**config.mk**
```make
export PLATFORM = sky130hd
export DESIGN_NAME = fetch_stage
export DESIGN_NICKNAME = d
export VERILOG_FILES = /design/src/rtl/fetch_stage_pkg.sv /design/src/rtl/fetch_stage_if_id_reg.sv /design/src/rtl/fetch_stage.sv
export SDC_FILE = /design/constraint.sdc
export NUM_CORES = 1
export LEC_CHECK = 0
export ABC_AREA = 1
export BUFFER_PORTS_ARGS = -buffer_cell sky130_fd_sc_hd__buf_4
export CAP_MARGIN = 20
export CORE_UTILIZATION = 35
export CTS_CLUSTER_DIAMETER = 50
export DETAILED_ROUTE_END_ITERATION = 8
export PLACE_DENSITY_LB_ADDON = 0.3
export RECOVER_POWER = 50
export SLEW_MARGIN = 20
export SYNTH_ARGS = -nofsm -noshare
export SYNTH_HDL_FRONTEND = slang
export SYNTH_SLANG_ARGS = --single-unit
```
**constraint.sdc**
```tcl
create_clock -name clk -period 2.2 [get_ports clk]
set_clock_uncertainty 0.1 [all_clocks]
set_input_delay 0.44 -clock clk [delete_from_list [all_inputs] [get_ports clk]]
set_output_delay 0.44 -clock clk [all_outputs]
set_load 0.02 [all_outputs]
```
**src/rtl/fetch_stage_pkg.sv**
```systemverilog
// Shared constants for the instruction-fetch stage: default widths and the
// fetch FSM state encodings.
package fetch_stage_pkg;

    localparam int PC_W_DEF    = 32;
    localparam int INSTR_W_DEF = 32;

    localparam logic [1:0] FS_BOOT = 2'd0;
    localparam logic [1:0] FS_REQ  = 2'd1;
    localparam logic [1:0] FS_WAIT = 2'd2;
    localparam logic [1:0] FS_HOLD = 2'd3;

endpackage

```
**src/rtl/fetch_stage_if_id_reg.sv**
```systemverilog
// IF/ID pipeline register: flush beats stall, stall holds everything,
// otherwise load a delivered instruction or insert a bubble.
module if_id_reg #(
    parameter int                 PC_W      = 32,
    parameter int                 INSTR_W   = 32,
    parameter logic [INSTR_W-1:0] NOP_INSTR = '0
) (
    input  logic               clk,
    input  logic               rst_n,
    input  logic               flush,
    input  logic               stall,
    input  logic               load_valid,
    input  logic [PC_W-1:0]    load_pc,
    input  logic [INSTR_W-1:0] load_instr,
    output logic               valid,
    output logic [PC_W-1:0]    pc,
    output logic [INSTR_W-1:0] instr
);

    logic               valid_reg;
    logic [PC_W-1:0]    pc_reg;
    logic [INSTR_W-1:0] instr_reg;

    always_ff @(posedge clk or negedge rst_n) begin
        if (!rst_n) begin
            valid_reg <= 1'b0;
            pc_reg    <= '0;
            instr_reg <= NOP_INSTR;
        end else if (flush) begin
            valid_reg <= 1'b0;
            instr_reg <= NOP_INSTR;
        end else if (stall) begin
            valid_reg <= valid_reg;
        end else if (load_valid) begin
            valid_reg <= 1'b1;
            pc_reg    <= load_pc;
            instr_reg <= load_instr;
        end else begin
            // Bubble keeps the last PC so debug views stay meaningful.
            valid_reg <= 1'b0;
            instr_reg <= NOP_INSTR;
        end
    end

    assign valid = valid_reg;
    assign pc    = pc_reg;
    assign instr = instr_reg;

endmodule

```
**src/rtl/fetch_stage.sv**
```systemverilog
// Instruction-fetch stage: owns the PC, drives a single-outstanding-request
// cache handshake, buffers one response under stall and kills stale fetches.
module fetch_stage
    import fetch_stage_pkg::*;
#(
    parameter int                 PC_W      = PC_W_DEF,
    parameter int                 INSTR_W   = INSTR_W_DEF,
    parameter logic [PC_W-1:0]    RESET_PC  = '0,
    parameter logic [INSTR_W-1:0] NOP_INSTR = '0
) (
    input  logic               clk,
    input  logic               rst_n,
    input  logic               stall_i,
    input  logic               redirect_valid,
    input  logic [PC_W-1:0]    redirect_pc,
    output logic               ic_req_valid,
    input  logic               ic_req_ready,
    output logic [PC_W-1:0]    ic_req_addr,
    input  logic               ic_resp_valid,
    input  logic [INSTR_W-1:0] ic_resp_instr,
    output logic               if_id_valid,
    output logic [PC_W-1:0]    if_id_pc,
    output logic [INSTR_W-1:0] if_id_instr
);

    localparam logic [PC_W-1:0] PC_STEP = PC_W'(4);

    logic [1:0]         state_reg, state_next;
    logic [PC_W-1:0]    pc_reg, pc_next;
    logic [PC_W-1:0]    pc_req_reg, pc_req_next;
    logic               kill_reg, kill_next;
    logic [INSTR_W-1:0] hold_buf_reg, hold_buf_next;
    logic [PC_W-1:0]    hold_pc_reg, hold_pc_next;

    logic               req_valid;
    logic               accept;
    logic               deliver_valid;
    logic [PC_W-1:0]    deliver_pc;
    logic [INSTR_W-1:0] deliver_instr;

    // In WAIT the next request is issued back-to-back with the response,
    // which is what sustains one instruction per cycle.
    always_comb begin
        req_valid = 1'b0;
        case (state_reg)
            FS_REQ:  req_valid = 1'b1;
            FS_WAIT: req_valid = ic_resp_valid && !stall_i && !redirect_valid;
            default: req_valid = 1'b0;
        endcase
    end

    assign accept       = req_valid && ic_req_ready;
    assign ic_req_valid = req_valid;
    assign ic_req_addr  = pc_reg;

    always_comb begin
        state_next    = state_reg;
        pc_next       = pc_reg;
        pc_req_next   = pc_req_reg;
        kill_next     = kill_reg;
        hold_buf_next = hold_buf_reg;
        hold_pc_next  = hold_pc_reg;
        deliver_valid = 1'b0;
        deliver_pc    = pc_req_reg;
        deliver_instr = ic_resp_instr;

        if (accept) begin
            pc_req_next = pc_reg;
            pc_next     = pc_reg + PC_STEP;
        end

        case (state_reg)
            FS_BOOT: state_next = FS_REQ;
            FS_REQ: begin
                if (redirect_valid) begin
                    pc_next = redirect_pc;
                    if (accept) kill_next = 1'b1;
                end
                if (accept) state_next = FS_WAIT;
            end
            FS_WAIT: begin
                if (ic_resp_valid) begin
                    kill_next = 1'b0;
                    if (redirect_valid) begin
                        pc_next    = redirect_pc;
                        state_next = FS_REQ;
                    end else if (kill_reg) begin
                        state_next = accept ? FS_WAIT : FS_REQ;
                    end else if (stall_i) begin
                        hold_buf_next = ic_resp_instr;
                        hold_pc_next  = pc_req_reg;
                        state_next    = FS_HOLD;
                    end else begin
                        deliver_valid = 1'b1;
                        state_next    = accept ? FS_WAIT : FS_REQ;
                    end
                end else if (redirect_valid) begin
                    pc_next   = redirect_pc;
                    kill_next = 1'b1;
                end
            end
            FS_HOLD: begin
                if (redirect_valid) begin
                    pc_next    = redirect_pc;
                    state_next = FS_REQ;
                end else if (!stall_i) begin
                    deliver_valid = 1'b1;
                    deliver_pc    = hold_pc_reg;
                    deliver_instr = hold_buf_reg;
                    state_next    = FS_REQ;
                end
            end
            default: state_next = FS_BOOT;
        endcase
    end

    always_ff @(posedge clk or negedge rst_n) begin
        if (!rst_n) begin
            state_reg    <= FS_BOOT;
            pc_reg       <= RESET_PC;
            pc_req_reg   <= '0;
            kill_reg     <= 1'b0;
            hold_buf_reg <= NOP_INSTR;
            hold_pc_reg  <= '0;
        end else begin
            state_reg    <= state_next;
            pc_reg       <= pc_next;
            pc_req_reg   <= pc_req_next;
            kill_reg     <= kill_next;
            hold_buf_reg <= hold_buf_next;
            hold_pc_reg  <= hold_pc_next;
        end
    end

    if_id_reg #(
        .PC_W      (PC_W),
        .INSTR_W   (INSTR_W),
        .NOP_INSTR (NOP_INSTR)
    ) u_if_id (
        .clk        (clk),
        .rst_n      (rst_n),
        .flush      (redirect_valid),
        .stall      (stall_i),
        .load_valid (deliver_valid),
        .load_pc    (deliver_pc),
        .load_instr (deliver_instr),
        .valid      (if_id_valid),
        .pc         (if_id_pc),
        .instr      (if_id_instr)
    );

endmodule

```
==> reports/metrics.csv, run 1 <==
stage;metric;value;unit
setup_path;cp.arrival;1550;ps
sta;slew_viol_final;0;
drt;avgViaCountPerCell;4.93;
sta;min_period;2090;ps
power_and_ir_drop;power_density;1320;mW/mm^2
drt;routedWlPerCell;15.8;microns
die;io_pins;168;
setup_path;worst_setup_path_start_kind;flop;
run;cap_violations;0;
die;die_y;165;microns
cts;cts_buffer_depth;2;
logic_synthesis;synth_top_area_frac;0.526;
logic_synthesis;ys_types;39;
setup_path;path_max_fanout;3;
setup_path;worstSetupEndpointType;primary output;
cells_and_area;mostFrequentLayoutCell;nand2_1;
global_route;grt_pass1_wl;40000;microns
logic_synthesis;syn_inst;1058;
logic_synthesis;ys_seq_area_frac;0.526;
setup_path;r2r_start;state_reg[0];
sta;fmax;0.478;GHz
sta;post-route-period-util;0.952;
logic_synthesis;synth_area_leaders;dfrtp_1 53%, nand2_1 12%, inv_1 4.0%;
die;die_w;165;microns
cells_and_area;drive_gt1_frac;0.193;
place;post-place-ws;136;ps
cells_and_area;layout_common_cells;297 x nand2_1, 196 x dfrtp_1, 137 x buf_4;
power_and_ir_drop;power;15.0;mW
cts;worstSkewPairLatency;430;ps
logic_synthesis;synth-edff-count;0;
setup_path;worst-endpoint-required;1660;ps
cells_and_area;finalNonFillerCells;1563;
logic_synthesis;synth_area;0.00932;sq mm
logic_synthesis;avgSynthCellArea;8.81;sq um
cts;htree_levels;4;
cells_and_area;nets;1290;
global_route;grt_antenna_before_repair;0;
drt;ant_nets;0;
sta;setup_tns;0;ps
die;initial_core_util;0.358;
global_route;overflow;0;
place;dp_cells;1525;
cells_and_area;final_core_util;0.436;
place;io_buffers;167;
outcome;outcome;finished, final reports clean;
worst_hold_path;holdPathEnd;ic_req_addr[1];
sta;worst_hold_slack;102;ps
cts;clock_sinks;196;
logic_synthesis;ys.flop_type;dfrtp_1;
logic_synthesis;syn-num-nets;1133;
power_and_ir_drop;peakVddDrop;586;uV
cells_and_area;syn2layout_area_growth;21.9;%
setup_path;criticalPathCategory;reg -> out;
drt;vias;7710;
setup_path;startpoint;state_reg[1];
drt;drc_errors;0;
cells_and_area;num_antenna_cells;0;
power_and_ir_drop;p_leak;5.50;nW
cts;cts_made_buffers;17;
cts;cts.clk_slew.worst_paths;80;ps
logic_synthesis;ys_warn_count;0;
sta;finalSetupViolations;0;
worst_hold_path;min_from;redirect_pc[1];
sta;relSlewSlack;0.441;
worst_hold_path;hp-class;in -> reg;
place;hpwl;16800;microns
die;coreArea;0.0261;sq mm
cells_and_area;design_area;0.0114;sq mm
die;row_count;59;
global_route;track_usage;0.188;
logic_synthesis;async_flop_share;1.00;
cts;clockRootBuffer;clkbuf_16;
die;die_area;0.0273;sq mm
setup_path;ff2ff_path_depth;7;
place;place_area;0.0109;sq mm
drt;first_iter_violations;493;
global_route;grt_pass1_vias;7508;
sta;worst_pin_slew;839;ps
place;gp_congestion;0.830;
logic_synthesis;synth_top_area_cell;dfrtp_1;
sta;rsz0062_at_grt;no;
drt;firstDrtPassIters;5;
drt;routed_wirelength;24700;microns
global_route;grt_max_degree;97;
setup_path;ff2ff_setup_slack;130;ps
sta;fin_ws;106;ps
logic_synthesis;ys_ff_latch;196;
setup_path;r2r-end;ic_req_addr[23];
sta;hold_viol;0;
worst_hold_path;hold_depth;3;
cts;cts_tree;yes;
## routing by layer
metal,vias to the layer above,share of wire,GRT usage
met1,3685,0.50,0.274
met4,0,0.011,0.0480
met3,17,0.055,0.0352
met2,232,0.44,0.284
li1,3776,-,-
met5,-,0,0
## report_power, final
| group | internal (mW) | switching, mW |
|---|---|---|
| clock network | 1.60 | 1.49 |
| registers | 4.86 | 1.17 |
| logic | 2.24 | 3.61 |
## synth_stat cells (12+ instances only)
cell type and n:
inv_1 100, a31oi_1 35, nand2_1 297, buf_2 15, mux2_4 24, nor2_1 86, nand3_1 37, dfrtp_1 196
o21ai_1 44, a21oi_1 12, o21ai_0 66, clkbuf_1 31, a32o_1 32
## logic make-up after synthesis
logic type                 synth area share
AOI/OAI and AO/OA                     0.138
muxes                                0.0387
DFF                                   0.526
buffers and inverters                0.0806
and+or+nand+nor                       0.198
adders and majority gates           0.00672
xor gates and xnor gates             0.0113
## how the worst max path moves through the flow
stage                            to  slack (ps)  cells past startpoint
detailed placement   pc_req_reg[23]         140                     10
floorplan           hold_pc_reg[10]         300                      7
CTS                    ic_req_valid          30                      7
global placement    ic_req_addr[26]         230                     13
finish                 ic_req_valid         110                      8
global route         pc_req_reg[18]           6                     12
## cell type report
type                       instances  area (sq um)
fill                            2675         14700
sequential                       196          4900
multi-input combinational        699          3730
timing repair buffer             197          1340
clock buffer                      18           429
tap                              335           419
inverter                         104           390
clock inverter                    14           141
## repair_timing
| action | in CTS | in global routing |
|---|---|---|
| gates resized for setup | 9 | 4 |
| pin swaps | 2 | 1 |
| endpoints found under the setup margin | 1 | 21 |
| cloned | 0 | 1 |
| buffers inserted | 4 | 0 |
| endpoints found under the hold margin | 49 | 0 |
| hold buffers | 1 | 0 |
## worst max-delay path, stage by stage, from the launching register on
cell     delay (ps)
dfrtp_1         430
ha_4            180
nand2_2          80
inv_2            40
nand2_1          70
nand2_2          80
nand2_4          80
inv_2            40
buf_6           120
(Power assumes the default switching activity.)
==> inputs of run 2 (changes only) <==
- ABC_AREA: 1 -> not set
- clock period: 2.2 -> 1.9 ns (I/O delays scaled with it)
==> run 2 against run 1 <==
  * The flow now finishes with violations (negative setup slack)
  * Global-route usage down 0.69 points
  * First-iteration DRC count shrank 24%
  * Power increased by 13%
  * Sequential power grew 4.2%
  * Via count is 16% lower
  * Cell count fell by 16%
  * Wire length is 2.0% lower
  * Hold slack worse by 37 ps
  * Non-clock buffer count up 78
  * Area after synthesis is 8.5% lower
  * Core utilization up 9.8 points
  * Critical path type unchanged
==> reports/metrics.csv, run 2 <==
stage;metric;value;unit;change
drt;vias;6486;;-16%
global_route;grt_pass1_wl;34700;microns;-13%
logic_synthesis;synth_area_leaders;dfrtp_1 58%, mux2_2 8.6%, mux2i_1 7.6%;;
logic_synthesis;ys_seq_area_frac;0.575;;+0.0489
logic_synthesis;ys_ff_latch;196;;unchanged
cts;clock_sinks;196;;unchanged
drt;drc_errors;0;;unchanged
sta;min_period;2180;ps;
drt;firstDrtPassIters;4;;-1
drt;ant_nets;0;;unchanged
sta;setup_tns;-14300;ps;-14300 ps
sta;relSlewSlack;0.441;;about the same
logic_synthesis;avgSynthCellArea;11.6;sq um;+31%
cts;cts_tree;yes;;
cts;cts_buffer_depth;2;;unchanged
setup_path;worst_setup_path_start_kind;flop;;
cells_and_area;nets;1063;;-18%
logic_synthesis;async_flop_share;1.00;;unchanged
global_route;overflow;0;;unchanged
global_route;grt_antenna_before_repair;0;;unchanged
logic_synthesis;synth.top_cells.by_count;196 x dfrtp_1, 113 x nand2_1, 71 x o21ai_0;;
logic_synthesis;synth-edff-count;0;;unchanged
drt;routed_wirelength;24200;microns;-2.0%
sta;hold_viol;0;;unchanged
run;cap_violations;0;;unchanged
logic_synthesis;synth_top_area_cell;dfrtp_1;;
cts;htree_levels;4;;unchanged
drt;routedWlPerCell;18.4;microns;+16%
power_and_ir_drop;p_sw_frac;0.355;;-0.0633
setup_path;worstSetupEndpointType;primary output;;
global_route;grt_max_degree;79;;-19%
logic_synthesis;ys.flop_type;dfrtp_1;;
cts;worstSkewPairLatency;430;ps;about the same
setup_path;worst-endpoint-required;1420;ps;-240 ps
logic_synthesis;ys_warn_count;0;;unchanged
power_and_ir_drop;power;16.9;mW;+13%
die;coreArea;0.0237;sq mm;-9.1%
power_and_ir_drop;p_int;10.9;mW;+25%
cells_and_area;regArea;0.00491;sq mm;about the same
setup_path;crit_end;ic_req_valid;;
place;gp_congestion;0.828;;-0.19%
logic_synthesis;synth_top_area_frac;0.575;;+0.0489
sta;rsz0062_at_grt;yes;;
logic_synthesis;synth_area;0.00852;sq mm;-8.5%
cts;clockRootBuffer;clkbuf_16;;
outcome;violations;negative setup slack;;
power_and_ir_drop;pwr-share-clk;0.219;;+0.013
setup_path;ff2ff_setup_slack;-280;ps;-410 ps
cts;cts_made_buffers;17;;unchanged
logic_synthesis;ys_types;35;;-10%
global_route;grt_pass1_vias;6435;;-14%
setup_path;startpoint;state_reg[1];;
die;io_pins;168;;unchanged
cells_and_area;layout_common_cells;216 x buf_4, 193 x dfrtp_1, 106 x nand2_1;;
sta;finalSetupViolations;117;;+117
logic_synthesis;syn_inst;737;;-30%
worst_hold_path;hp-class;in -> reg;;
sta;worst_hold_slack;65.1;ps;-37.3 ps
cells_and_area;mostFrequentLayoutCell;buf_4;;
cells_and_area;design_area;0.0127;sq mm;+11%
die;die_w;158;microns;-4.3%
logic_synthesis;yosysMostFrequentCell;dfrtp_1;;
sta;slew_viol_final;0;;unchanged
cells_and_area;num_antenna_cells;0;;unchanged
place;place_area;0.0107;sq mm;-1.7%
setup_path;r2r-end;ic_req_addr[29];;
power_and_ir_drop;power_frac_seq;0.371;;-0.032
setup_path;cp.arrival;1700;ps;+150 ps
global_route;track_usage;0.181;;-0.00685
cells_and_area;final_core_util;0.534;;+0.0984
setup_path;r2r_start;state_reg[1];;
cells_and_area;multiInputGateArea;0.00406;sq mm;+8.7%
power_and_ir_drop;p_leak;6.07;nW;+10%
place;io_buffers;167;;unchanged
sta;post-route-period-util;1.15;;
setup_path;path_max_fanout;2;;-1
cells_and_area;syn2layout_area_growth;48.4;%;
power_and_ir_drop;p_comb_frac;0.409;;+0.018
power_and_ir_drop;switching_power;6.00;mW;-4.2%
power_and_ir_drop;peakVddDrop;754;uV;+29%
drt;avgViaCountPerCell;4.91;;-0.39%
die;row_count;56;;-5.1%
cells_and_area;fillerInstances;2077;;-22%
setup_path;criticalPathCategory;reg -> out;;
die;die_y;158;microns;-4.3%
sta;worst_pin_slew;839;ps;+0.0288 ps
power_and_ir_drop;power_density;1330;mW/mm^2;+1.3%
logic_synthesis;syn-num-nets;812;;-28%
sta;fmax;0.459;GHz;
outcome;outcome;finished with violations;;
die;die_area;0.0250;sq mm;-8.4%
sta;fin_ws;-280;ps;-386 ps
drt;first_iter_violations;375;;-24%
setup_path;ff2ff_path_depth;8;;+1
cts;cts.clk_slew.worst_paths;70;ps;about the same
place;hpwl;14500;microns;-14%
cells_and_area;drive_gt1_frac;0.458;;+0.265
die;initial_core_util;0.360;;+0.00243
run 2: cell types whose count changed in the layout (fill, tap and decap cells not counted), moves of 49 or more:
| cell | change |
|---|---|
| buf_4 | +79 |
| clkbuf_1 | -49 |
| inv_1 | -90 |
| mux2i_1 | +64 |
| nand2_1 | -191 |
| nor2_1 | -74 |
run 2: metrics by stage:
step                      setup slack (ps)  cells
final                                 -280   1320
after global routing                  -350   1320
after global placement                -134   1243
after floorplan                       -151    737
after detailed placement              -184   1243
after CTS                             -273   1289
run 2: critical path, stage by stage, from the launching register on:
cell	delay, ps
dfrtp_1	430
ha_4	170
and4bb_2	230
buf_6	120
o21a_1	190
buf_6	130
run 2: cells by family (layout without fill, tap and decap cells):
kind of cell             count (synthesis)  after routing  synth area share
multiplexers                           158            158             0.199
adder cells (fa/ha/maj)                  5              5           0.00734
AO/OA/AOI/OAI                          110            110            0.0671
XOR/XNOR                                28             28            0.0288
AND/OR/NAND/NOR                        189            189            0.0982
buffers and inverters                   51            315            0.0241
flip-flops                             196            196             0.575
run 2: layout make-up:
class,instances,area share
clock buffer,18,0.0347
timing repair buffer,275,0.209
sequential,196,0.388
clock inverter,14,0.0133
tap,319,0.0315
multi-input combinational,490,0.321
inverter,8,0.00257
run 2: power groups by stage:
stage               combinational [mW]  clock [mW]  sequential (mW)
global placement                  5.70           0             6.25
global route                      7.41        3.96             6.42
floorplan                         2.35           0             6.93
finish                            6.92        3.70             6.27
CTS                               6.27        3.81             6.23
detailed placement                5.77           0             6.31
run 2: what timing repair did:
action | CTS | global route
pin swaps | 17 | 33
gates resized for setup | 88 | 104
hold buffers | 1 | 0
setup buffers | 9 | 16
hold endpoints to repair | 196 | 0
cloned | 5 | 19
endpoints found under the setup margin | 103 | 181
run 2: how the worst min path moves through the flow:
| stage | from | to | depth (start not counted) |
|---|---|---|---|
| 2_1_floorplan | rst_n | hold_buf_reg[0] | 0 |
| 3_3_place_gp | rst_n | u_if_id.instr[6] | 1 |
| 3_5_place_dp | rst_n | u_if_id.instr[6] | 1 |
| 4_1_cts | redirect_pc[8] | ic_req_addr[8] | 3 |
| 5_1_grt | redirect_pc[5] | ic_req_addr[5] | 3 |
| 6_report | redirect_pc[2] | ic_req_addr[2] | 3 |
run 2: layer usage:
metal | track usage | part of all wire | routed length (microns) | up-vias
li1 | - | - | - | 3074
met1 | 0.254 | 0.47 | 11500 | 3228
met2 | 0.283 | 0.48 | 11600 | 174
met3 | 0.0339 | 0.041 | 984 | 10
met4 | 0.0545 | 0.0066 | 161 | 0
met5 | 0 | 0 | 0 | -
